==> src/rtl/coincidence_counter.sv <==
// Gated singles and A-B coincidence counter for two shaped pulse channels, with valid/ready readout.
// Define COINC_ACCIDENTAL_EN to build the delayed-B accidental-coincidence channel (count_acc).
module coincidence_counter #(
    parameter int COUNT_W = 16,
    parameter int WINDOW  = 4,
    parameter int GATE_W  = 32
`ifdef COINC_ACCIDENTAL_EN
    ,
    parameter int ACC_DELAY = 50
`endif
) (
    input  logic               clk,
    input  logic               rst,
    input  logic               pulse_a,
    input  logic               pulse_b,
    input  logic [GATE_W-1:0]  gate_len,
    input  logic               start,
    output logic               busy,
    output logic               out_valid,
    input  logic               out_ready,
    output logic [COUNT_W-1:0] count_a,
    output logic [COUNT_W-1:0] count_b,
    output logic [COUNT_W-1:0] count_ab,
    output logic               sat
`ifdef COINC_ACCIDENTAL_EN
    ,
    output logic [COUNT_W-1:0] count_acc
`endif
);

    // Ages run 0..WINDOW while a pulse is waiting for a partner; WINDOW+1 means no pulse waiting.
    localparam int AGE_W = $clog2(WINDOW + 2);
    localparam logic [AGE_W-1:0]   AGE_INV = AGE_W'(WINDOW + 1);
    localparam logic [AGE_W-1:0]   AGE_WIN = AGE_W'(WINDOW);
    localparam logic [AGE_W-1:0]   AGE_ZERO = {AGE_W{1'b0}};
    localparam logic [COUNT_W-1:0] CNT_MAX = {COUNT_W{1'b1}};
    localparam logic [COUNT_W-1:0] CNT_ZERO = {COUNT_W{1'b0}};

    typedef enum logic [1:0] {
        IDLE   = 2'd0,
        GATE   = 2'd1,
        REPORT = 2'd2
    } state_t;

    typedef struct packed {
        logic             hit;
        logic [AGE_W-1:0] age_a;
        logic [AGE_W-1:0] age_b;
    } track_t;

    function automatic logic [AGE_W-1:0] age_step(input logic [AGE_W-1:0] age);
        if (age >= AGE_INV) begin
            return AGE_INV;
        end else begin
            return age + AGE_W'(1);
        end
    endfunction

    // One tracker step: ages become "cycles since the waiting pulse" for this cycle, then
    // a match consumes both sides so each pulse takes part in at most one coincidence.
    function automatic track_t track(input logic pa, input logic pb,
                                     input logic [AGE_W-1:0] age_a,
                                     input logic [AGE_W-1:0] age_b);
        track_t res;
        res.hit   = 1'b0;
        res.age_a = age_step(age_a);
        res.age_b = age_step(age_b);
        if (pa && pb) begin
            res.hit   = 1'b1;
            res.age_a = AGE_INV;
            res.age_b = AGE_INV;
        end else if (pa) begin
            if (res.age_b <= AGE_WIN) begin
                res.hit   = 1'b1;
                res.age_a = AGE_INV;
                res.age_b = AGE_INV;
            end else begin
                res.age_a = AGE_ZERO;
            end
        end else if (pb) begin
            if (res.age_a <= AGE_WIN) begin
                res.hit   = 1'b1;
                res.age_a = AGE_INV;
                res.age_b = AGE_INV;
            end else begin
                res.age_b = AGE_ZERO;
            end
        end else begin
            res.hit = 1'b0;
        end
        return res;
    endfunction

    // Returns {overflow, next value}; an increment at max is dropped and flagged.
    function automatic logic [COUNT_W:0] cnt_step(input logic [COUNT_W-1:0] cnt, input logic inc);
        if (!inc) begin
            return {1'b0, cnt};
        end else if (cnt == CNT_MAX) begin
            return {1'b1, cnt};
        end else begin
            return {1'b0, cnt + COUNT_W'(1)};
        end
    endfunction

    state_t              state_r, state_next_s;
    logic [GATE_W-1:0]   gate_cnt_r;
    logic [COUNT_W-1:0]  cnt_a_r, cnt_b_r, cnt_ab_r;
    logic                sat_r;
    logic [AGE_W-1:0]    age_a_r, age_b_r;
    track_t              trk_s;
    logic [COUNT_W:0]    step_a_s, step_b_s, step_ab_s;
    logic                gate_last_s, gate_start_s, sat_next_s, acc_sat_s;

    assign gate_last_s  = (state_r == GATE) && (gate_cnt_r == GATE_W'(1));
    assign gate_start_s = (state_r == IDLE) && start;

    // Next-state decode.
    always_comb begin
        state_next_s = state_r;
        case (state_r)
            IDLE:    if (start) state_next_s = GATE;      else state_next_s = IDLE;
            GATE:    if (gate_last_s) state_next_s = REPORT; else state_next_s = GATE;
            REPORT:  if (out_ready) state_next_s = IDLE;  else state_next_s = REPORT;
            default: state_next_s = IDLE;
        endcase
    end

    // State register with registered busy/out_valid flags.
    always_ff @(posedge clk) begin
        if (rst) begin
            state_r   <= IDLE;
            busy      <= 1'b0;
            out_valid <= 1'b0;
        end else begin
            state_r   <= state_next_s;
            busy      <= (state_next_s != IDLE);
            out_valid <= (state_next_s == REPORT);
        end
    end

    // Per-cycle coincidence and singles increments.
    always_comb begin
        trk_s      = track(pulse_a, pulse_b, age_a_r, age_b_r);
        step_a_s   = cnt_step(cnt_a_r, pulse_a);
        step_b_s   = cnt_step(cnt_b_r, pulse_b);
        step_ab_s  = cnt_step(cnt_ab_r, trk_s.hit);
        sat_next_s = sat_r | step_a_s[COUNT_W] | step_b_s[COUNT_W] | step_ab_s[COUNT_W] | acc_sat_s;
    end

    // Gate counter, running counters and the result registers presented to the reader.
    always_ff @(posedge clk) begin
        if (rst) begin
            gate_cnt_r <= {GATE_W{1'b0}};
            cnt_a_r    <= CNT_ZERO;
            cnt_b_r    <= CNT_ZERO;
            cnt_ab_r   <= CNT_ZERO;
            sat_r      <= 1'b0;
            age_a_r    <= AGE_INV;
            age_b_r    <= AGE_INV;
            count_a    <= CNT_ZERO;
            count_b    <= CNT_ZERO;
            count_ab   <= CNT_ZERO;
            sat        <= 1'b0;
        end else if (gate_start_s) begin
            gate_cnt_r <= (gate_len == {GATE_W{1'b0}}) ? GATE_W'(1) : gate_len;
            cnt_a_r    <= CNT_ZERO;
            cnt_b_r    <= CNT_ZERO;
            cnt_ab_r   <= CNT_ZERO;
            sat_r      <= 1'b0;
            age_a_r    <= AGE_INV;
            age_b_r    <= AGE_INV;
        end else if (state_r == GATE) begin
            gate_cnt_r <= gate_cnt_r - GATE_W'(1);
            cnt_a_r    <= step_a_s[COUNT_W-1:0];
            cnt_b_r    <= step_b_s[COUNT_W-1:0];
            cnt_ab_r   <= step_ab_s[COUNT_W-1:0];
            sat_r      <= sat_next_s;
            age_a_r    <= trk_s.age_a;
            age_b_r    <= trk_s.age_b;
            if (gate_last_s) begin
                count_a  <= step_a_s[COUNT_W-1:0];
                count_b  <= step_b_s[COUNT_W-1:0];
                count_ab <= step_ab_s[COUNT_W-1:0];
                sat      <= sat_next_s;
            end
        end
    end

`ifdef COINC_ACCIDENTAL_EN
    logic [ACC_DELAY-1:0] dly_r;
    logic [AGE_W-1:0]     acc_age_a_r, acc_age_b_r;
    logic [COUNT_W-1:0]   cnt_acc_r;
    track_t               acc_trk_s;
    logic [COUNT_W:0]     step_acc_s;

    // Accidental tracker: A against B delayed by ACC_DELAY counted cycles.
    always_comb begin
        acc_trk_s  = track(pulse_a, dly_r[ACC_DELAY-1], acc_age_a_r, acc_age_b_r);
        step_acc_s = cnt_step(cnt_acc_r, acc_trk_s.hit);
        acc_sat_s  = step_acc_s[COUNT_W];
    end

    // Delay line, accidental counter and its result register.
    always_ff @(posedge clk) begin
        if (rst) begin
            dly_r       <= {ACC_DELAY{1'b0}};
            acc_age_a_r <= AGE_INV;
            acc_age_b_r <= AGE_INV;
            cnt_acc_r   <= CNT_ZERO;
            count_acc   <= CNT_ZERO;
        end else if (gate_start_s) begin
            dly_r       <= {ACC_DELAY{1'b0}};
            acc_age_a_r <= AGE_INV;
            acc_age_b_r <= AGE_INV;
            cnt_acc_r   <= CNT_ZERO;
        end else if (state_r == GATE) begin
            dly_r       <= (dly_r << 1) | ACC_DELAY'(pulse_b);
            acc_age_a_r <= acc_trk_s.age_a;
            acc_age_b_r <= acc_trk_s.age_b;
            cnt_acc_r   <= step_acc_s[COUNT_W-1:0];
            if (gate_last_s) begin
                count_acc <= step_acc_s[COUNT_W-1:0];
            end
        end
    end
`else
    assign acc_sat_s = 1'b0;
`endif

endmodule
==> config.mk <==
export PLATFORM = sky130hd
export DESIGN_NAME = coincidence_counter
export DESIGN_NICKNAME = d
export VERILOG_FILES = /design/src/rtl/coincidence_counter.sv
export SDC_FILE = /design/constraint.sdc
export NUM_CORES = 1
export LEC_CHECK = 0
export BUFFER_PORTS_ARGS = -buffer_cell sky130_fd_sc_hd__buf_4
export CAP_MARGIN = 10
export CORE_MARGIN = 5
export CORE_UTILIZATION = 32
export DETAILED_ROUTE_END_ITERATION = 10
export GPL_TIMING_DRIVEN = 1
export PLACE_DENSITY_LB_ADDON = 0.1
export SETUP_SLACK_MARGIN = 0.02
export SLEW_MARGIN = 20
export SYNTH_ARGS = -nofsm -noshare
export SYNTH_HDL_FRONTEND = slang
export SYNTH_SLANG_ARGS = --single-unit
==> constraint.sdc <==
create_clock -name clk -period 3.3 [get_ports clk]
set_input_delay 0.165 -clock clk [delete_from_list [all_inputs] [get_ports clk]]
set_output_delay 0.165 -clock clk [all_outputs]
set_load 0.02 [all_outputs]
Word level (Yosys, flattened, before mapping)
Cells that the tools add are included.
{"block": "totals", "regBits": 140, "in_bits": 38, "output_inout_bits": 51, "elab_cells": 68}
{"block": "op_classes", "n_addsub": 6, "order_cmp": 4, "eq_ne": 7, "n_mux": 24, "bitwise_logic": 4, "n_reduce_logical": 9}
{"operator": "$mux 17", "count": 6}
{"operator": "$mux 32", "count": 3}
{"operator": "$add 16x1->16 const B", "count": 3}
{"operator": "$eq 16x16->1 const B", "count": 3}
{"operator": "$eq 32x1->1 const B", "count": 1}
{"operator": "$logic_not 32->1", "count": 1}
{"operator": "$sub 32x1->32 const B", "count": 1}
{"operator": "$mux 3", "count": 5}
{"operator": "$mux 7", "count": 2}
{"operator": "$add 3x1->3 const B", "count": 2}
{"operator": "$ge 3x3->1 const B", "count": 2}
{"operator": "$le 3x3->1 const B", "count": 2}
{"operator": "$mux 6", "count": 1}
{"operator": "$pmux 2 s3", "count": 1}
{"operator": "$eq 2x2->1 const B", "count": 2}
{"operator": "$mux 2", "count": 2}
{"operator": "$mux 4", "count": 1}
{"operator": "$reduce_bool 2->1", "count": 2}
{"operator": "$logic_and 1x1->1", "count": 3}
{"operator": "$mux 1", "count": 3}
{"operator": "$or 1x1->1", "count": 3}
{"operator": "$reduce_and 3->1", "count": 1}
{"operator": "$eq 2x1->1 const B", "count": 1}
{"operator": "$logic_not 2->1", "count": 1}
{"operator": "2 further kinds", "count": 2}

Longest topological paths before layout
Gate-level depths: netlist of the first run.
{"block": "logic_depth", "word_depth": 9, "mapped_depth": 10, "depth_no_buf": 8}

Worst setup path before layout of the first run
OpenSTA, ideal clock, no wires.
{"block": "synth_timing", "path_type": "register -> register", "from": "register age_a_r[1]", "to": "register sat", "setup_time_ns": 0.142, "t_arrival_ns": 2.291, "t_required_ns": 3.158, "setup_slack_ns": 0.867, "stages_incl_launch_ff": 8, "path_buffers": 0, "period_less_slack_ns": 2.433, "path_cell_list": "dfxtp_1 -> inv_1 -> ha_1 -> and2_1 -> o311ai_0 -> o21ai_0 -> a2111oi_0 -> a211oi_1"}
{"block": "synth_via", "elab_chain_len": 9, "elab_cells_between_ends": 10, "classes_between": "add/sub (1); order compare (2); mux (6); bitwise (1)"}
{"element": "from (decl)", "line": "109", "text": "logic [AGE_W-1:0] age_a_r, age_b_r;"}
{"element": "from (signal assigned)", "line": "178", "text": "age_a_r <= trk_s.age_a;"}
{"element": "$add 3x1->3 or $ge 3x3->1 (tied branches)", "line": "55, 52"}
{"element": "$mux 3 (*)", "line": "52", "text": "if (age >= AGE_INV) begin"}
{"element": "$le 3x3->1 (*)", "line": "81", "text": "if (res.age_a <= AGE_WIN) begin"}
{"element": "$mux 4 (*)", "line": "81"}
{"element": "$mux 1 (*)", "line": "80", "text": "end else if (pb) begin"}
{"element": "$mux 7 (*)", "line": "72", "text": "end else if (pa) begin"}
{"element": "$mux 7 (*)", "line": "68", "text": "if (pa && pb) begin"}
{"element": "$mux 17 (*)", "line": "96", "text": "if (!inc) begin"}
{"element": "$or 1x1->1 (*)", "line": "147", "text": "sat_next_s = sat_r | step_a_s[COUNT_W] | step_b_s[COUNT_W] | step_ab_s[COUNT_W] | acc_sat_s;"}
{"element": "to (signal assigned)", "line": "184", "text": "sat <= sat_next_s;"}
{"element": "to (decl)", "line": "24", "text": "output logic sat"}
Mark *: on every way between the ends. The rest lies on a longest branch, timed or not.
A chain may end at the register's enable or synchronous reset.

Worst setup path after layout of the first run
{"block": "layout_timing", "from": "register age_a_r[1]", "to": "register count_ab[13]"}
{"block": "layout_via", "elab_chain_len": 8, "elab_cells_between_ends": 9, "classes_between": "add/sub (1); order compare (2); mux (6)"}
{"element": "$add 3x1->3 or $ge 3x3->1 (tied branches)", "line": "55, 52"}
{"element": "$mux 3 (*)", "line": "52"}
{"element": "$le 3x3->1 (*)", "line": "81"}
{"element": "$mux 4 (*)", "line": "81"}
{"element": "$mux 1 (*)", "line": "80"}
{"element": "$mux 7 (*)", "line": "72"}
{"element": "$mux 7 (*)", "line": "68"}
{"element": "$mux 17 (*)", "line": "96"}
{"element": "to (signal assigned)", "line": "183", "text": "count_ab <= step_ab_s[COUNT_W-1:0];"}
{"element": "to (decl)", "line": "23", "text": "output logic [COUNT_W-1:0] count_ab,"}
Marks and branches as above.

==> summary.txt, run 1 <==
Floorplanning
  – Die Width: around 160 um
  – Row Count: 55
  – I/O pin cnt: slightly below 90
  – Core area: approximately 22000 sq um
  – Initial Util: 32.1%
  – Die area: between 20000 and 30000 sq um
  – Die H: roughly 160 um

Detailed routing
  – Post-DR vias/cell: 5.18
  – Vias: 6526
  – Routed wire per std cell: approximately 16 um
  – DRT antenna net count: 0
  – Residual DRC: 0
  – Starting DRT DRC Count: roughly 280
  – Number of iterations in the first detailed-routing pass: 5
  – Total Wirelength: ~20000 um

Synthesis
  – Netlist cell types: just under 70
  – Synth Cell Area: 7210 sq um
  – Async set-reset flop share out of synthesis: 0%
  – Mapped Avg Cell Area: 8.04 sq um
  – Ys flop type: dfxtp_1
  – Register area share after synthesis: 38.9%
  – EDFF count, synth: 0
  – Register bit total from synthesis: 140
  – Syn_nets: 943
  – Post-Synthesis Cells: 896
  – Synth Warn #: 0

Worst setup path
  – Worst Path Arrival: 2930 ps
  – WS Path Type: flip-flop to flip-flop
  – CP required: approximately 3600 ps
  – Crit end category: flip-flop
  – CP Launch Type: flip-flop
  – Crit Path Max Fanout: 14

Finish
  – Finished Layout Cells: 1260
  – Ant diodes: 0
  – Final instance area: between 8000 and 9000 sq um
  – Final #Nets: about 1000
  – Area grow syn2layout: 22.1%
  – Fraction of layout cells with a size suffix above 1: about 16%
  – Filler cells: roughly 2300

Power and ir drop
  – Leakage power: 3.03 nW
  – Maximum vdd drop: about 0.32 mV
  – Cell area power density: ~470 nW/um^2

Place
  – DP Worst Slack: just under 700 ps
  – Placed cell area: 8150 sq um
  – Port Buf Inserts: slightly below 90
  – Placer congestion estimate: around 0.77
  – HPWL after detailed placement: 13800 um
  – Cell total after placement: between 1000 and 1500

Timing
  – Clock skew: slightly below 20 ps
  – Final Worst Setup Slack: a little under 700 ps
  – Hold Violations, Final: 0
  – Final period util: 79.4%
  – Post-route minimum period: about 2600 ps
  – Setup TNS: 0 ps
  – Max Slew Vio Count: 0
  – Maximum operating frequency: 382 MHz
  – Final setup vio count: 0
  – Measured slew at the worst slew-check pin: about 800 ps
  – Setup repair after global routing missed its margin: false
  – Rel. slew slack: a little under half

CTS
  – Hold buffer count at cts: 5
  – CTS tree: built
  – # H-tree levels: 4
  – Worst-Skew Late Latency: around 430 ps
  – CTS Buf Count: 17
  – Clock transition at path regs: roughly 60 ps
  – Gates resized, CTS repair: 0
  – Setup Buffers After CTS: 0
  – Root Buffer Master: clkbuf_16
  – Total clock sinks: 140
  – Clock Path Buffers: 2

GRT
  – Largest net degree at the start of global routing: 48
  – Total track usage: around 16%
  – GRT overflow: 0
  – Number of global-route vias before repair: roughly 6200
  – Initial antenna violation count: 0
  – Global-route wire length before repair: around 34000 um

Job
  – # Max-Cap Violations: 0

Hold path
  – Min-delay worst type: input port to flip-flop

Outcome
  – Outcome: finished clean
## sequential cells by signal, summed over array words and instances, names as in the netlist, 2 cells and up
signal	cells
count_b	16
gate_cnt_r	32
count_ab	16
age_b_r	3
state_r	2
cnt_a_r	16
age_a_r	3
cnt_b_r	16
count_a	16
cnt_ab_r	16
## per-layer routing
metal  share of wire [%]  track usage, %
met1                  51            22.3
met3                 3.4            3.38
met4                0.73            3.64
met2                  45            24.9
met5                   0               0
## worst paths after layout
kind | start | to | slack [ps] | cells after the start
hold reg to reg | count_a[12] | count_a[12] | 460 | 2
setup reg to reg | age_a_r[1] | count_ab[13] | 680 | 9
hold / removal | gate_len[27] | gate_cnt_r[27] | 20 | 3
setup / recovery | age_a_r[1] | count_ab[13] | 680 | 9
## power by group
group	total, mW	switching [mW]	leakage, nW	internal [mW]
logic	0.416	0.264	1.61	0.151
registers	1.77	0.0427	1.14	1.73
clock network	1.99	0.758	0.286	1.23
total	4.18	1.07	3.03	3.11
## worst max-delay path, cell delays in order (launching register included)
cell and delay, ps:
dfxtp_1 380, inv_1 60, ha_1 280, and2_1 150, o311ai_0 610, o21ai_0 280, buf_4 260, nand2b_1 100
nor3_1 50, a2111oi_0 320
## final cells by class
| type | count | area (sq um) | area share (%) |
|---|---|---|---|
| Inverter | 13 | 48.8 | 0.554 |
| Tap cell | 285 | 357 | 4.05 |
| Clock buffer | 22 | 464 | 5.27 |
| Sequential cell | 140 | 2800 | 31.8 |
| Clock inverter | 10 | 140 | 1.59 |
| Timing Repair Buffer | 111 | 883 | 10.0 |
| Multi-Input combinational cell | 679 | 4110 | 46.7 |
## placed cells by master (no fill, tap or decap), types with 5 or more instances in the layout
cell type | netlist | routed
xnor2_1 | 41 | 41
and3_1 | 15 | 15
a211oi_1 | 43 | 43
dlygate4sd3_1 | 0 | 5
a311oi_1 | 5 | 5
clkbuf_16 | 0 | 17
nor2_1 | 137 | 137
nand2_1 | 82 | 82
or3_1 | 9 | 9
and4_1 | 10 | 10
nor4_1 | 21 | 21
a21oi_1 | 52 | 52
nand3_1 | 44 | 44
nor3_1 | 37 | 37
a2111oi_0 | 7 | 7
xor2_1 | 28 | 28
o21ai_0 | 18 | 18
dfxtp_1 | 140 | 140
nand4_1 | 17 | 17
o311ai_0 | 5 | 5
ha_1 | 9 | 9
inv_1 | 13 | 13
a31oi_1 | 13 | 13
and2_1 | 5 | 5
buf_4 | 0 | 103
mux2i_1 | 8 | 8
## kinds of logic (layout without fill, tap and decap cells)
family | Yosys count | in the layout | share of synthesized area (%)
AND/OR/NAND/NOR | 411 | 411 | 28.4
AO/OA/AOI/OAI | 178 | 178 | 16.7
flip-flops | 140 | 140 | 38.9
buffers and inverters | 77 | 156 | 4.32
XOR/XNOR | 69 | 69 | 8.38
multiplexers | 12 | 12 | 1.74
adder cells (fa/ha/maj) | 9 | 9 | 1.56
## cell usage after synthesis (7+ instances only)
master / count / area share [%]
or3_1: 9 / 0.78
nand2_1: 82 / 4.3
nor3_1: 37 / 2.6
dfxtp_1: 140 / 39
buf_2: 12 / 0.83
nand4_1: 17 / 1.5
o21ai_0: 18 / 1.2
a31oi_1: 13 / 1.1
clkbuf_1: 47 / 2.4
nor4_1: 21 / 1.8
nor2_1: 137 / 7.1
and3_1: 15 / 1.3
a2111oi_0: 7 / 0.85
a21oi_1: 52 / 3.6
inv_1: 13 / 0.68
xnor2_1: 41 / 5.0
ha_1: 9 / 1.6
xor2_1: 28 / 3.4
nand3_1: 44 / 3.1
a211oi_1: 43 / 4.5
mux2i_1: 8 / 1.1
and4_1: 10 / 1.2
## metrics by stage
step	utilization, %	hold slack, ps	total power, mW
floorplan	-	301	2.08
global placement	36.3	434	2.23
detailed placement	36.3	434	2.23
CTS	39.2	0.371	4.24
global route	39.2	31.4	4.36
finish	39.2	17.7	4.18
No activity file was read; power rests on OpenSTA's default activity.
==> run 2, diff against run 1 <==
Settings changed: ABC_AREA from default to 1.
Clock period 3.3 ns to 2.37 ns, I/O delays scaled along.
==> summary.txt, run 2 <==
Outcome
  – Outcome: finished clean (unchanged)

Synthesis
  – Mux cell area share after synthesis: 0% (was 1.74%)
  – Synth Warn #: 0 (unchanged)
  – Register area share after synthesis: 31.9% (was 38.9%)
  – Area fraction of the dominant cell type after synthesis: 31.9% (was 38.9%)
  – Ys flop type: dfxtp_1 (unchanged)
  – XOR/XNOR Fraction of Synth Area: 1.89% (was 8.38%)
  – Register bit total from synthesis: 140 (unchanged)
  – Mapped Avg Cell Area: 5.99 sq um (was 8.04 sq um)
  – Synth Area in Simple Gates: 40.0% (was 28.4%)
  – Cell with the most instances after synthesis: nand2_1 (was dfxtp_1)
  – Largest cells by area after synthesis: dfxtp_1, nand2_1, inv_1 (was dfxtp_1, nor2_1, xnor2_1)
  – Compound-gate portion of the synthesized area: 11.5% (was 16.7%)
  – Syn_nets: 1515 (was 943)
  – Synth area leader: dfxtp_1 (unchanged)
  – Netlist cell types: 42 (was 69)
  – EDFF count, synth: 0 (unchanged)
  – Synth Cell Area: 8790 sq um (was 7210 sq um)
  – Async set-reset flop share out of synthesis: 0% (unchanged)
  – Largest family of logic cells by synthesized area: simple AND/OR/NAND/NOR gates (unchanged)
  – Post-Synthesis Cells: 1468 (was 896)
  – Post-synthesis adder-cell area fraction: 1.28% (was 1.56%)
  – Synth cell count leaders: nand2_1, inv_1, nor2_1 (was dfxtp_1, nor2_1, nand2_1)

Worst setup path
  – WS Path Type: flip-flop to flip-flop (unchanged)
  – CP required: 2690 ps (was 3610 ps)
  – Reg2Reg Launch Point: cnt_ab_r[1] (was age_a_r[1])
  – Crit Path Max Fanout: 15 (was 14)
  – Worst Path Arrival: 2360 ps (was 2930 ps)
  – CP Launch Type: flip-flop (unchanged)
  – Crit. Startpoint: cnt_ab_r[1] (was age_a_r[1])
  – Crit end category: flip-flop (unchanged)

Timing
  – Maximum operating frequency: 491 MHz (was 382 MHz)
  – Rel. slew slack: 45.9% (was 47.7%)
  – Max Slew Vio Count: 0 (unchanged)
  – Final period util: 86.0% (was 79.4%)
  – Setup TNS: 0 ps (unchanged)
  – Final setup vio count: 0 (unchanged)
  – Hold Violations, Final: 0 (unchanged)
  – Setup repair after global routing missed its margin: false (unchanged)
  – Final Worst Setup Slack: 332 ps (was 680 ps)
  – Hold WS: 10.8 ps (was 17.7 ps)
  – Post-route minimum period: 2040 ps (was 2620 ps)
  – Measured slew at the worst slew-check pin: 811 ps (was 785 ps)
  – Clock skew: 12.1 ps (was 19.2 ps)

GRT
  – Largest net degree at the start of global routing: 47 (was 48)
  – Global-route wire length before repair: 45400 um (was 33500 um)
  – Initial antenna violation count: 0 (unchanged)
  – Total track usage: 18.0% (was 15.8%)
  – Number of global-route vias before repair: 8691 (was 6247)
  – GRT overflow: 0 (unchanged)

Power and ir drop
  – Flop pwr share: 38.9% (was 42.5%)
  – Comb pwr share: 17.4% (was 9.9%)
  – Clock share of power: 43.7% (was 47.6%)
  – Sw frac: 30.6% (was 25.5%)
  – Leakage power: 5.16 nW (was 3.03 nW)
  – Maximum vdd drop: 0.344 mV (was 0.317 mV)
  – Switching power total: 2.04 mW (was 1.07 mW)
  – Cell area power density: 635 nW/um^2 (was 475 nW/um^2)
  – Total design power: 6.67 mW (was 4.18 mW)
  – Int Power: 4.63 mW (was 3.11 mW)

Finish
  – Max reg flops: 32 (unchanged)
  – Final #Nets: 1595 (was 1009)
  – Largest Register: gate_cnt_r (unchanged)
  – Commonest non-fill, non-tap cell in the layout: nand2_1 (was dfxtp_1)
  – Final core occ: 38.9% (was 39.2%)
  – Fraction of layout cells with a size suffix above 1: 12.7% (was 16.1%)
  – Ant diodes: 0 (unchanged)
  – Commonest cells after routing, fill and taps aside: nand2_1, inv_1, nor2_1 (was dfxtp_1, nor2_1, buf_4)
  – Area grow syn2layout: 19.5% (was 22.1%)

CTS
  – Total clock sinks: 140 (unchanged)
  – Clock Path Buffers: 2 (unchanged)
  – Setup Buffers After CTS: 0 (unchanged)
  – CTS Buf Count: 17 (unchanged)
  – # H-tree levels: 4 (unchanged)
  – CTS tree: built (unchanged)
  – Root Buffer Master: clkbuf_16 (unchanged)
  – Clock transition at path regs: 60 ps (about the same)
  – Worst-Skew Late Latency: 420 ps (was 430 ps)

Hold path
  – Min-delay src: gate_len[7] (was gate_len[27])
  – Min-delay worst type: input port to flip-flop (unchanged)

Floorplanning
  – Die area: 30900 sq um (was 25600 sq um)
  – I/O pin cnt: 89 (unchanged)
  – Die Width: 176 um (was 160 um)
  – Die H: 176 um (was 160 um)
  – Row Count: 60 (was 55)
  – Initial Util: 32.5% (was 32.1%)
  – Core area: 27000 sq um (was 22400 sq um)

Detailed routing
  – Routed wire per std cell: 14.6 um (was 16.0 um)
  – Starting DRT DRC Count: 548 (was 276)
  – Residual DRC: 0 (unchanged)
  – Vias: 9054 (was 6526)
  – Total Wirelength: 27800 um (was 20100 um)
  – Number of iterations in the first detailed-routing pass: 5 (unchanged)
  – Post-DR vias/cell: 4.76 (was 5.18)
  – DRT antenna net count: 0 (unchanged)

Job
  – # Max-Cap Violations: 0 (unchanged)

Place
  – Port Buf Inserts: 88 (unchanged)
  – DP Worst Slack: 372 ps (was 695 ps)
  – HPWL after detailed placement: 19800 um (was 13800 um)
  – Placer congestion estimate: 0.900 (was 0.768)
-- run 2: cell types whose count changed in the layout (fill, tap and decap cells not counted), sizes merged, moves of 20 or more --
cell and change:
a211oi -43, a21oi +20, inv +222, nand2 +306
nand3 +107, nor2 +97, nor4 -23, o21ai +71
xnor2 -35
-- run 2: logic make-up (layout without fill, tap and decap cells) --
kind of cell	Yosys count	after routing
buffers and inverters	289	382
DFF	140	140
AOI/OAI and AO/OA	189	189
and+or+nand+nor	822	822
xor gates and xnor gates	19	19
adders and majority gates	9	9
-- run 2: layer usage --
layer  global-route usage [%]  vias to the layer above  wire length [um]
li1                         -                     4764                 -
met3                     2.73                       30               981
met4                     4.84                        0               406
met5                        0                        -                 0
met1                     24.4                     4074             13600
met2                     29.9                      186             12800
-- run 2: power groups by stage --
| stage | combinational, mW | sequential (mW) | clock (mW) |
|---|---|---|---|
| floorplan | 0.809 | 2.61 | 0 |
| CTS | 1.16 | 2.60 | 2.98 |
| global route | 1.31 | 2.61 | 3.08 |
| finish | 1.16 | 2.60 | 2.91 |
| detailed placement | 1.15 | 2.65 | 0 |
| global placement | 1.15 | 2.65 | 0 |
-- run 2: path summary, 6_finish.rpt --
path	slack (ps)	cells past startpoint	endpoint
setup reg to reg	330	12	count_ab[1]
setup / recovery	330	12	count_ab[1]
hold reg to reg	500	2	gate_cnt_r[8]
hold / removal	10	2	gate_cnt_r[7]
-- run 2: through the flow --
stage	area [sq um]	cells
global route	10500	1902
floorplan	8790	1468
CTS	10500	1902
detailed placement	9810	1862
global placement	9810	1862
finish	10500	1902
-- run 2: layout make-up --
cell class              instances  area, sq um
clock buffers                  19          433
clock inverters                13          190
fillers                      2965        16500
inverters                     232          873
multi-input cells            1039         4820
flip-flops and latches        140         2800
well taps                     341          427
repair buffers                118          968
-- run 2: what timing repair did --
| action | CTS | global route |
|---|---|---|
| resized for setup | 0 | 0 |
| setup endpoints to repair | 0 | 0 |
| hold buffers | 8 | 0 |
| hold endpoints to repair | 8 | 0 |
-- run 2: critical path: stages (launching register included) --
cell,delay [ps]
dfxtp_1,430
ha_1,230
nand2_1,100
nor2_2,210
nand2_2,110
inv_2,80
nand3_2,280
nand2_1,150
nand2_1,60
nand2_1,80
nand2_1,80
nor2_2,80
nor2_1,40
